$ cat src/rtl/uart_tx_arbiter.sv
// uart_tx_arbiter: four byte requesters share one UART transmitter, with per-message locking and lock timeout.
// Optional macro ARB_FIXED_PRIO_EN selects fixed lowest-index priority instead of round-robin in IDLE.
module uart_tx_arbiter #(
   parameter int GAP_CYCLES   = 0,
   parameter int LOCK_TIMEOUT = 65535
) (
   input  logic        clk_50M,
   input  logic        rst,
   input  logic [3:0]  req,
   input  logic [31:0] req_data,
   input  logic [3:0]  req_last,
   output logic [3:0]  gnt_ack,
   output logic        tx_start,
   output logic [7:0]  tx_data,
   input  logic        tx_busy,
   input  logic        tx_done,
   output logic [1:0]  owner,
   output logic        owner_valid,
   output logic        err_timeout
);

   localparam int GAP_LAST = (GAP_CYCLES > 0) ? GAP_CYCLES - 1 : 0;
   localparam int GAP_W    = (GAP_LAST > 0) ? $clog2(GAP_LAST + 1) : 1;
   localparam int TO_LAST  = (LOCK_TIMEOUT > 0) ? LOCK_TIMEOUT - 1 : 0;
   localparam int TO_W     = (TO_LAST > 0) ? $clog2(TO_LAST + 1) : 1;

   typedef enum logic [2:0] {IDLE, START, SEND, GAP, HOLD} state_t;

   state_t           state;
   logic             last_flag;
   logic [GAP_W-1:0] gap_cnt;
   logic [TO_W-1:0]  hold_cnt;
   logic [1:0]       pick;
   logic             hold_go;
   logic             timeout_hit;
   logic             byte_end;
   logic             release_lock;
`ifndef ARB_FIXED_PRIO_EN
   logic [1:0]       rr_ptr;
`endif

`ifdef ARB_FIXED_PRIO_EN
   function automatic logic [1:0] pick_req(input logic [3:0] r);
      pick_req = 2'd0;
      for (int k = 3; k >= 0; k--) begin
         if (r[k]) pick_req = 2'(k);
      end
   endfunction
`else
   // Scanning downwards lets the nearest set bit at or after ptr win.
   function automatic logic [1:0] pick_req(input logic [3:0] r, input logic [1:0] ptr);
      logic [1:0] idx;
      pick_req = ptr;
      for (int k = 3; k >= 0; k--) begin
         idx = ptr + 2'(k);
         if (r[idx]) pick_req = idx;
      end
   endfunction
`endif

   always_comb begin
`ifdef ARB_FIXED_PRIO_EN
      pick = pick_req(req);
`else
      pick = pick_req(req, rr_ptr);
`endif
      hold_go      = (state == HOLD) && req[owner] && !tx_busy;
      timeout_hit  = (state == HOLD) && !hold_go && (hold_cnt == TO_W'(TO_LAST));
      byte_end     = ((state == SEND) && tx_done && (GAP_CYCLES == 0)) ||
                     ((state == GAP) && (gap_cnt == GAP_W'(GAP_LAST)));
      release_lock = (byte_end && last_flag) || timeout_hit;
   end

   always_ff @(posedge clk_50M or posedge rst) begin
      if (rst) begin
         state       <= IDLE;
         owner       <= 2'd0;
         owner_valid <= 1'b0;
         tx_start    <= 1'b0;
         tx_data     <= 8'h00;
         gnt_ack     <= 4'b0000;
         err_timeout <= 1'b0;
         last_flag   <= 1'b0;
         gap_cnt     <= '0;
         hold_cnt    <= '0;
`ifndef ARB_FIXED_PRIO_EN
         rr_ptr      <= 2'd0;
`endif
      end else begin
         tx_start    <= 1'b0;
         gnt_ack     <= 4'b0000;
         err_timeout <= 1'b0;
         unique case (state)
            IDLE: begin
               if ((req != 4'b0000) && !tx_busy) begin
                  owner       <= pick;
                  tx_data     <= req_data[{pick, 3'b000} +: 8];
                  last_flag   <= req_last[pick];
                  tx_start    <= 1'b1;
                  gnt_ack     <= 4'b0001 << pick;
                  owner_valid <= 1'b1;
                  state       <= START;
               end
            end
            START: state <= SEND;
            SEND: begin
               if (tx_done) begin
                  hold_cnt <= '0;
                  gap_cnt  <= '0;
                  if (GAP_CYCLES > 0) state <= GAP;
                  else                state <= last_flag ? IDLE : HOLD;
               end
            end
            GAP: begin
               if (byte_end) state <= last_flag ? IDLE : HOLD;
               else          gap_cnt <= gap_cnt + GAP_W'(1);
            end
            // Locked to the owner: other requesters are ignored until release.
            HOLD: begin
               if (hold_go) begin
                  tx_data   <= req_data[{owner, 3'b000} +: 8];
                  last_flag <= req_last[owner];
                  tx_start  <= 1'b1;
                  gnt_ack   <= 4'b0001 << owner;
                  state     <= START;
               end else if (timeout_hit) begin
                  err_timeout <= 1'b1;
                  state       <= IDLE;
               end else begin
                  hold_cnt <= hold_cnt + TO_W'(1);
               end
            end
            default: state <= IDLE;
         endcase
         if (release_lock) begin
            owner_valid <= 1'b0;
`ifndef ARB_FIXED_PRIO_EN
            rr_ptr      <= owner + 2'd1;
`endif
         end
      end
   end

endmodule
$ cat config.mk
export PLATFORM = sky130hd
export DESIGN_NAME = uart_tx_arbiter
export DESIGN_NICKNAME = d
export VERILOG_FILES = /design/src/rtl/uart_tx_arbiter.sv
export SDC_FILE = /design/constraint.sdc
export NUM_CORES = 1
export LEC_CHECK = 0
export CAP_MARGIN = 20
export CORE_ASPECT_RATIO = 1.2
export CORE_MARGIN = 1.5
export CORE_UTILIZATION = 41
export CTS_CLUSTER_DIAMETER = 120
export DETAILED_ROUTE_END_ITERATION = 8
export PLACE_DENSITY = 0.73
export SLEW_MARGIN = 10
export SYNTH_ARGS = -nofsm -noshare
export SYNTH_HDL_FRONTEND = slang
export SYNTH_SLANG_ARGS = --single-unit
$ cat constraint.sdc
create_clock -name clk_50M -period 3.9 [get_ports clk_50M]
set_input_delay 0.585 -clock clk_50M [delete_from_list [all_inputs] [get_ports clk_50M]]
set_output_delay 0.585 -clock clk_50M [all_outputs]
set_load 0.1 [all_outputs]
# [Word-level counts from Yosys, hierarchy flattened]
# Index checks and enable logic that the tools add are counted.
[totals] inputBits=44 reg_bits=40
[classes] addsub=6 mux=50 n_bitwise=1 n_reduce_logical=25 eq_ne=13 shift=4 order_cmp=6
[op_table] cell="$shiftx 32x6->8" n=2
[op_table] cell="$mux 16" n=3
[op_table] cell="$pmux 16 s2" n=1
[op_table] cell="$mux 1" n=19
[op_table] cell="$lt 2x3->1 const B" n=6
[op_table] cell="$mux 3" n=6
[op_table] cell="$add 16x1->16 const B" n=1
[op_table] cell="$eq 16x16->1 const B" n=1
[op_table] cell="$mux 8" n=2
[op_table] cell="$pmux 8 s2" n=1
[op_table] cell="$pmux 3 s5" n=1
[op_table] cell="$bmux 1 s2" n=7
[op_table] cell="$ne 2x2->1 const B" n=7
[op_table] cell="$reduce_bool 2->1" n=5
[op_table] cell="$logic_and 1x1->1" n=8
[op_table] cell="$mux 2" n=4
[op_table] cell="$mux 4" n=2
[op_table] cell="$pmux 4 s2" n=1
[op_table] cell="$reduce_and 4->1" n=2
[op_table] cell="$shl 1x2->4 const A" n=2
[op_table] cell="$eq 3x2->1 const B" n=2
[op_table] cell="$pmux 1 s2" n=3
[op_table] cell="$reduce_and 3->1" n=2
[op_table] cell="$add 2x1->2 const B" n=2
[op_table] cell="other kinds (11)" n=15

# [Depth between registers and ports, before layout]
# Gate-level depths: netlist (run 1).
[depth] word_depth=11 mapped_depth=8 ltp_nobuf=7

# [Least setup slack after synthesis (run 1)]
# OpenSTA, ideal clock, no wires.
[synth_timing] path_type="register to register" from="reg owner[0]" to="reg rr_ptr[1]" period_less_slack_ns=2.621 arrival_time_ns=2.496 slack_ns=1.279 t_required_ns=3.775 path_stages_with_launch=6 n_path_buf=0 path_cell_list="dfrtp_1 -> mux4_2 -> a21oi_4 -> nor4b_4 -> a31oi_2 -> mux2_4"
[synth_between] elab_chain_len=8
[synth_rtl] element="start, declared" line="17" source="output logic [1:0] owner,"
[synth_rtl] element="start signal, assigned" line="96" source="owner <= pick;"
[synth_rtl] element="$bmux 1 s2" line="67" source="hold_go = (state == HOLD) && req[owner] && !tx_busy;"
[synth_rtl] element="$mux 1 (implied by the code)" line="67"
[synth_rtl] element="$logic_and 1x1->1 (2 in series)" line="67"
[synth_rtl] element="$logic_not 1->1" line="68" source="timeout_hit = (state == HOLD) && !hold_go && (hold_cnt == TO_W'(TO_LAST));"
[synth_rtl] element="$logic_and 1x1->1 (2 in series)" line="68"
[synth_rtl] element="$logic_or 1x1->1" line="71" source="release_lock = (byte_end && last_flag) || timeout_hit;"
[synth_rtl] element="end signal, assigned" line="138" source="rr_ptr <= owner + 2'd1;"
[synth_rtl] element="end, declared" line="39" source="logic [1:0] rr_ptr;"
# Parallel ways exist; a longest one is shown, timed or not. The select of a mux whose other input is x is not followed.
# A chain may end at the register's enable or synchronous reset.

# [Worst setup path in the final report (run 1)]
[layout_timing] from="in req[1]" to="reg tx_data[7]"
[layout_between] elab_chain_len=9
[layout_rtl] element="start, declared" line="9" source="input logic [3:0] req,"
[layout_rtl] element="$bmux 1 s2" line="56" source="if (r[idx]) pick_req = idx;"
[layout_rtl] element="$mux 1 (implied by the code)" line="56"
[layout_rtl] element="$mux 2 (4 in series)" line="56"
[layout_rtl] element="$shiftx 32x6->8" line="97" source="tx_data <= req_data[{pick, 3'b000} +: 8];"
[layout_rtl] element="$mux 8" line="95" source="if ((req != 4'b0000) && !tx_busy) begin"
[layout_rtl] element="$pmux 8 s2" line="93" source="unique case (state)"
[layout_rtl] element="end signal, assigned" line="97"
[layout_rtl] element="end signal, assigned" line="121" source="tx_data <= req_data[{owner, 3'b000} +: 8];"
[layout_rtl] element="end, declared" line="14" source="output logic [7:0] tx_data,"
# Parallel ways exist; a longest one is shown, timed or not. The select of a mux whose other input is x is not followed.

==> run summary, run 1 <==
The run finished with clean final reports. In this run the most critical hold path is launched from owner_valid$_DFFE_PP0P_. For the number of global-route vias before repair, the log shows 1894. The tree is rooted in a clkbuf_8.

Counting every sink on the clock net gives 40. The die is 86.1 um tall. The type of the worst setup path is in2reg.

The count of pins on the block boundary was 61; the number of max-slew violations in the final report was 0. For the total congestion overflow after global routing, the log shows 0. After detailed routing, the number of remaining DRC violations is 0. The tools report the launch point of the worst path as req[1].

The initial cell density of the core was 0.422; the number of buffers between clock root and the deepest sink was 2. The period utilization is 0.751, and the full die area is 6220 um2. In this run the critical register-to-register path is launched from owner[0]$_DFFE_PP0P_. After clock tree synthesis, the clock-pin slew on the worst setup and hold paths is 80 ps. The via count is 2002, and the share of the synthesized area in compound gates (AO/OA/AOI/OAI) is 0.168. The detailed placement HPWL is 4070 um. The first TritonRoute pass finished after 4 iterations. The fraction of the mapped netlist area in simple logic gates is 0.216. Dividing the detail-routed wire length by the instance count gives 15.0 um. The final antenna-violating net count came out at 0. TritonCTS built the clock tree. The share of layout cells above drive strength 1 came out at 0.0864. The tools report the category of the worst setup path launch point as an input pin. The library cell used most frequently in the layout, excluding fill and tap cells, is clkdlybuf4s50_1. Post-CTS repair changed the size of 0 cells. The clock network fraction of design power was 0.162; the multiplexer share of the synthesized area was 0.0822.

The main flop type after synthesis was dfrtp_1. At the worst endpoint, the arrival time is 3030 ps. The run gives 0.564 as the combinational share of power. The worst clock skew was 6.24 ps; the post-layout minimum cycle time was 2930 ps. Setup violations remaining at the end of the flow were counted as 0. In this run the post-CTS setup repair buffer count came out at 0.

The adder and majority gate portion of the synthesized area works out to 0.0318. The tools report the DRC violation total after the first TritonRoute iteration as 83. The power share of the sequential group is 0.274, and the hold violation total from the final report is 0.

CTS built an H-tree with a depth of 2. The tools report the hold buffer count at CTS as 0. For the pin count of the biggest net entering global routing, the log shows 27. For the final core area utilization, the log shows 0.566. The run gives 2360 um2 as the mapped cell area.

The completed layout was analyzed and its total power is 2.28 mW. During placement, the flow inserted port buffers numbering 60. The tightest min-delay check is of the reg2reg type. The run gives 0 as the number of antenna violations at the first check in global routing. Synthesis produced a netlist with a net count of 288. The floorplan has 30 rows. STA classifies the critical path endpoint as a register.

The mean cell area of the mapped netlist works out to 9.91 um2. Summed over all cells, the static leakage comes to 1.33 nW. At the end of routability-driven placement, the weighted congestion stood at 0.782. Compared with the post-synthesis result, the final layout area differs by 34.3%. The vias per cell is 5.48. The post-synthesis share of cell area spent on xor and xnor gates came out at 0.0371. The repair_antennas step left the layout with diodes totalling 0. In this run, synthesis inferred 0 flip-flops with an integrated enable. The slew at the pin with the worst max-slew slack works out to 1050 ps.

The tools report the wire length of the first global-routing pass as 9110 um. The global routing usage summed across all routing layers came out at 0.187. The power per cell area works out to 721 nW/um2. The async set-reset flop share out of synthesis was 1.00. For this design the total switching power over the nets is 1.13 mW.

After synthesis, the netlist uses 50 different library cells. The relative max-transition margin is 0.296, and the number of warnings printed during yosys synthesis is 0. The achievable frequency is 0.342 GHz, and the switching power share of the total is 0.495. The largest vdd supply drop is 0.429 mV, and the total negative setup slack is 0 ps. In the synthesized netlist, the number of instances is 238. At the end of the flow, the number of nets in the layout was 350.

For the worst-skew pair, the clock arrives at the later sink with an insertion delay of 290 ps. The core region is 5590 um2. The combinational family with the most area after synthesis was simple AND/OR/NAND/NOR gates. The internal portion of the total power is 1.15 mW.

The data required time at the worst endpoint came out at 4000 ps. Along the worst path, the maximum fanout reaches 22. The number of clock buffers added by TritonCTS is 5.

The routed design has 5470 um of wire. Width of the die: 72.2 um. The logs give 0.424 for the share of synthesized area occupied by flip-flops and latches and 0 for the number of violations of the max-capacitance limit. In the layout the commonest cells are clkdlybuf4s50_1 (60), dfrtp_1 (40), nor2_1 (29).

Setup repair after global routing left no endpoint under its margin. The flip-flop and latch count after synthesis is 40.
stage by stage:
stage                     area (um2)  std cells  hold slack (ps)  worst slack, ps
after CTS                       3140        364              508              987
after global placement          3010        356              487              752
after floorplan                 2360        238              474             1280
after global routing            3170        365              543              754
after detailed placement        3010        356              479              661
final                           3170        365              503              973
cell usage after synthesis, drive strengths merged (5+ instances only):
master	instances	area, um2
buf	7	50.1
dfrtp	40	1000
a21oi	5	36.3
xnor2	10	87.6
inv	10	37.5
nor3	6	35.0
nor2b	10	62.6
nand2	18	67.6
mux2i	13	130
a211oi	9	67.6
a221oi	8	82.6
o21ai	17	88.8
ha	6	75.1
nand3	9	50.1
nor2	29	109
registers in the layout (all words and copies together), names as in the netlist:
register	flops
state	3
owner	2
hold_cnt	16
gnt_ack	4
rr_ptr	2
last_flag	1
owner_valid	1
err_timeout	1
tx_start	1
gap_cnt	1
tx_data	8
power by group through the flow:
stage / clock network [mW] / logic [mW] / registers, mW
after floorplan: 0 / 0.531 / 1.08
after global placement: 0 / 1.28 / 0.631
after detailed placement: 0 / 1.29 / 0.629
after CTS: 0.375 / 1.30 / 0.624
after global routing: 0.395 / 1.37 / 0.641
final: 0.370 / 1.29 / 0.625
critical path, cell delays in order:
cell and delay [ps]:
clkdlybuf4s50_1 590, mux4_2 340, mux2i_1 120, nor4_4 800, and2_1 450, a221oi_1 140
per-layer routing:
layer  up-vias  global-route usage  routed length (um)
li1        972                   -                   -
met1       972               0.233                2280
met2        52               0.322                2910
met3         6              0.0353                 215
met4         0              0.0669                  64
met5         -                   0                   0
final cells by class:
| class | instances | area (um2) |
|---|---|---|
| clock buffer | 7 | 96.3 |
| clock inverter | 1 | 30.0 |
| fill | 484 | 2430 |
| inverter | 10 | 37.5 |
| multi-input combinational | 179 | 1270 |
| sequential | 40 | 1000 |
| tap | 64 | 80.1 |
| timing repair buffer | 64 | 651 |
cells by family (layout without fill, tap and decap cells):
logic type | after synthesis | count (layout)
buf+inv | 19 | 82
xor+xnor | 10 | 10
mux | 16 | 16
fa+ha+maj | 6 | 6
simple gates | 96 | 96
compound gates | 51 | 51
flops | 40 | 40
path summary, 6_finish.rpt:
| check | endpoint | slack, ps | cells after the start |
|---|---|---|---|
| worst max-delay path | tx_data[7]$_DFFE_PP0P_ | 970 | 6 |
| worst min register to register | owner_valid$_DFFE_PP0P_ | 500 | 1 |
| min in group asynchronous | hold_cnt[10]$_DFFE_PP0P_ | 530 | 2 |
| max in group asynchronous | owner[0]$_DFFE_PP0P_ | 2680 | 4 |
| worst min-delay path | owner_valid$_DFFE_PP0P_ | 500 | 1 |
| worst max register to register | tx_data[7]$_DFFE_PP0P_ | 1250 | 5 |
No activity file was read; power rests on OpenSTA's default activity.
==> run 2, diff against run 1 <==
Clock period 3.9 ns to 2.7 ns, I/O delays scaled along.
==> run 2 against run 1 <==
Against the previous run:
- clock skew barely moved
- register-to-register slack worse by 790 ps
- via count decreased by 1.6%
- clock-buffer cell count stayed put
- global-route usage down 0.23 points
- core utilization decreased by 0.76 points
- routed wire length decreased by 1.8%
- clock power increased by 46%
- sequential share of layout area rose by 0.43 points
- critical path type unchanged
- critical endpoint is now hold_cnt[14]$_DFFE_PP0P_
- highest routed layer unchanged
==> run summary, run 2 (synthesis gave the netlist of run 1 again) <==
The flow ran to the end, and the final reports show no timing, DRC or antenna violations. The kind of cell with the highest combined delay on the critical path was multiplexers (was simple AND/OR/NAND/NOR gates). The logs give 0.0282 (was 0.0353) for the met3 global-route usage and 0.164 (was 0.162) for the clock network fraction of design power. The tools report the core area as 5590 um2 (unchanged).

The root cell of the clock tree was clkbuf_8 (unchanged). Most frequent cells in the layout: clkdlybuf4s50_1 (43), dfrtp_1 (40), nor2_1 (29) (was clkdlybuf4s50_1 (60), dfrtp_1 (40), nor2_1 (29)). The switching power share of the total works out to 0.494 (was 0.495). The flip-flop count of the largest register, all copies and words added is 16 (unchanged).

The share of layout cells above drive strength 1 is 0.146 (was 0.0864). Setup repair after global routing left no endpoint under its margin. The tools report the DRC violation count after routing as 0 (unchanged).

The layer with the highest usage after global routing was met2 (unchanged). The power share of the sequential group was 0.273 (was 0.274). The width of the die works out to 72.2 um (unchanged).

The classification of the worst-slack hold path is reg2reg (unchanged). The tools report the weighted congestion reported at the end of routability-driven placement as 0.782 (about the same). The total negative setup slack is 0 ps (unchanged).

Leakage power total: 1.35 nW (was 1.33 nW). The largest vdd supply drop is 0.614 mV (was 0.429 mV), and the power consumption is 3.29 mW (was 2.28 mW). The highest cell delay on the worst timing path was 550 ps (was 800 ps). The post-layout minimum cycle time is 2240 ps. For the number of nets at the end of the flow, the log shows 351 (was 350). The DRC violation total after the first TritonRoute iteration came out at 85 (was 83).

The wire length of the first global-routing pass is 9050 um (was 9110 um). Worst-path cell with the longest stage delay: mux4_2 (was nor4_4). The total of endpoints with negative setup slack in the final report is 0 (unchanged), and the count of pins on the block boundary is 61 (unchanged).

The number of violations of the max-capacitance limit was 0 (unchanged). The type of the worst setup path was in2reg (unchanged). The number of cells upsized or downsized after cts came out at 0 (unchanged). The logs give 2 (unchanged) for the CTS H-tree depth and 4 (unchanged) for the count of TritonRoute iterations in the first routing pass. The detailed placement HPWL came out at 3870 um (was 4070 um).

The most common cell after layout, fill and taps aside is clkdlybuf4s50_1 (unchanged). The logs give 0 (unchanged) for the hold violation total from the final report and 0 (unchanged) for the number of antenna violations at the first check in global routing. TritonCTS built the clock tree. The post-route worst setup slack was 461 ps (was 973 ps). The final antenna-violating net count was 0 (unchanged); the worst clock skew was 6.61 ps (was 6.24 ps). The pin count of the biggest net entering global routing is 41 (was 27). The number of global-route vias before repair came out at 1934 (was 1894). For the initial cell density of the core, the log shows 0.422 (unchanged). Sort of element at the end of the critical path: a register (unchanged). The run gives 0 (unchanged) as the number of antenna diodes. The clock latency at the later pin of the worst-skew pair was 290 ps (about the same). The tools report the category of the worst setup path launch point as an input pin (unchanged).

The combinational share of power came out at 0.563 (was 0.564). The depth of the worst register-to-register path came out at 6 (was 5). The worst hold path depth works out to 1 (unchanged). Number of buffers between clock root and the deepest sink: 2 (unchanged).

Based on the critical path, the design can be clocked at up to 0.447 GHz. For the hold buffer count at CTS, the log shows 0 (unchanged). The logs give 2400 ps (was 3030 ps) for the data arrival at the endpoint of the critical path and 1969 (was 2002) for the via count.

The number of max-slew violations in the final report is 0 (unchanged). The total length of routed wires was 5370 um (was 5470 um); the worst setup slack after placement was 183 ps (was 661 ps). The run gives 0 (unchanged) as the total congestion overflow after global routing. Post-CTS setup buffer count: 0 (unchanged). The growth of design area from synthesis to finish was 32.5% (was 34.3%). The cell internal power dissipation is 1.66 mW (was 1.15 mW), and the maximum fanout along the worst path is 19 (was 22). The relative max-transition margin was 0.519 (was 0.296); the power per cell area was 1050 nW/um2 (was 721 nW/um2). The number of buffer and inverter instances along the worst setup path came out at 1 (unchanged). The tools report the data required time at the worst endpoint as 2860 ps (was 4000 ps). The met1 track demand over resource was 0.228 (was 0.233); the full die area was 6220 um2 (unchanged). The period utilization came out at 0.829.

The number of inserted filler cells in the final layout was 491 (was 484). Top flop regs: hold_cnt: 16 flops, tx_data: 8 flops, gnt_ack: 4 flops (unchanged). The clock-pin slew reported for the worst setup and hold paths after clock tree synthesis is 80 ps (about the same). The vertical die dimension is 86.1 um (unchanged). The CTS buffer count was 5 (unchanged); the count of input and output buffers was 60 (unchanged). The vias per cell works out to 5.38 (was 5.48). The met2 capacity usage during global routing was 0.324 (was 0.322); the global routing usage summed across all routing layers was 0.185 (was 0.187). The slew at the pin with the worst max-slew slack works out to 722 ps (was 1050 ps). Clock sink count: 40 (unchanged). The total number of cells along the worst setup path is 7 (was 6).

Largest register by flop count: hold_cnt (unchanged). Cell Chain, Critical Path: clkdlybuf4s50_1 > mux4_2 > a21oi_4 > o31ai_4 > nor3_1 > xnor2_1 > nor2_1 (was clkdlybuf4s50_1 > mux4_2 > mux2i_1 > nor4_4 > and2_1 > a221oi_1). The routed length per placed instance is 14.7 um (was 15.0 um), and the power dissipated by switching net loads is 1.62 mW (was 1.13 mW). The tools report the number of cell rows as 30 (unchanged).
==> run 2: power by group through the flow <==
| stage | Clock [mW] | Sequential, mW | Combinational [mW] |
|---|---|---|---|
| floorplan | 0 | 1.57 | 0.767 |
| global placement | 0 | 0.903 | 1.84 |
| detailed placement | 0 | 0.906 | 1.85 |
| CTS | 0.547 | 0.895 | 1.86 |
| global route | 0.567 | 0.917 | 1.97 |
| finish | 0.540 | 0.896 | 1.85 |
==> run 2: layout make-up <==
| class | count | area (um2) | area share |
|---|---|---|---|
| clock buffer | 7 | 96.3 | 0.0308 |
| inverter | 10 | 37.5 | 0.0120 |
| multi-input combinational | 179 | 1270 | 0.407 |
| sequential | 40 | 1000 | 0.320 |
| timing repair buffer | 65 | 608 | 0.195 |
| clock inverter | 1 | 30.0 | 0.00961 |
| tap | 64 | 80.1 | 0.0256 |
==> run 2: stage by stage <==
| stage | cell area, um2 | cells | hold WS [ps] | utilization |
|---|---|---|---|---|
| 6_report | 3120 | 366 | 520 | 0.559 |
| 4_1_cts | 3120 | 366 | 526 | 0.559 |
| 3_3_place_gp | 3000 | 358 | 493 | 0.536 |
| 5_1_grt | 3120 | 366 | 538 | 0.559 |
| 2_1_floorplan | 2360 | 238 | 474 | - |
| 3_5_place_dp | 3000 | 358 | 498 | 0.536 |
==> run 2: per-layer routing <==
| metal | up-vias | routed length, um |
|---|---|---|
| li1 | 970 | - |
| met3 | 4 | 154 |
| met2 | 40 | 2850 |
| met4 | 0 | 51 |
| met5 | - | 0 |
| met1 | 955 | 2310 |
==> run 2: path summary, 6_finish.rpt <==
| check | start | to | slack (ps) |
|---|---|---|---|
| min in group asynchronous | rst | tx_start$_DFF_PP0_ | 540 |
| setup / recovery | req[1] | hold_cnt[14]$_DFFE_PP0P_ | 460 |
| hold reg to reg | owner_valid$_DFFE_PP0P_ | owner_valid$_DFFE_PP0P_ | 520 |
| max in group asynchronous | rst | hold_cnt[8]$_DFFE_PP0P_ | 1790 |
| setup reg to reg | hold_cnt[6]$_DFFE_PP0P_ | hold_cnt[10]$_DFFE_PP0P_ | 460 |
| hold / removal | owner_valid$_DFFE_PP0P_ | owner_valid$_DFFE_PP0P_ | 520 |
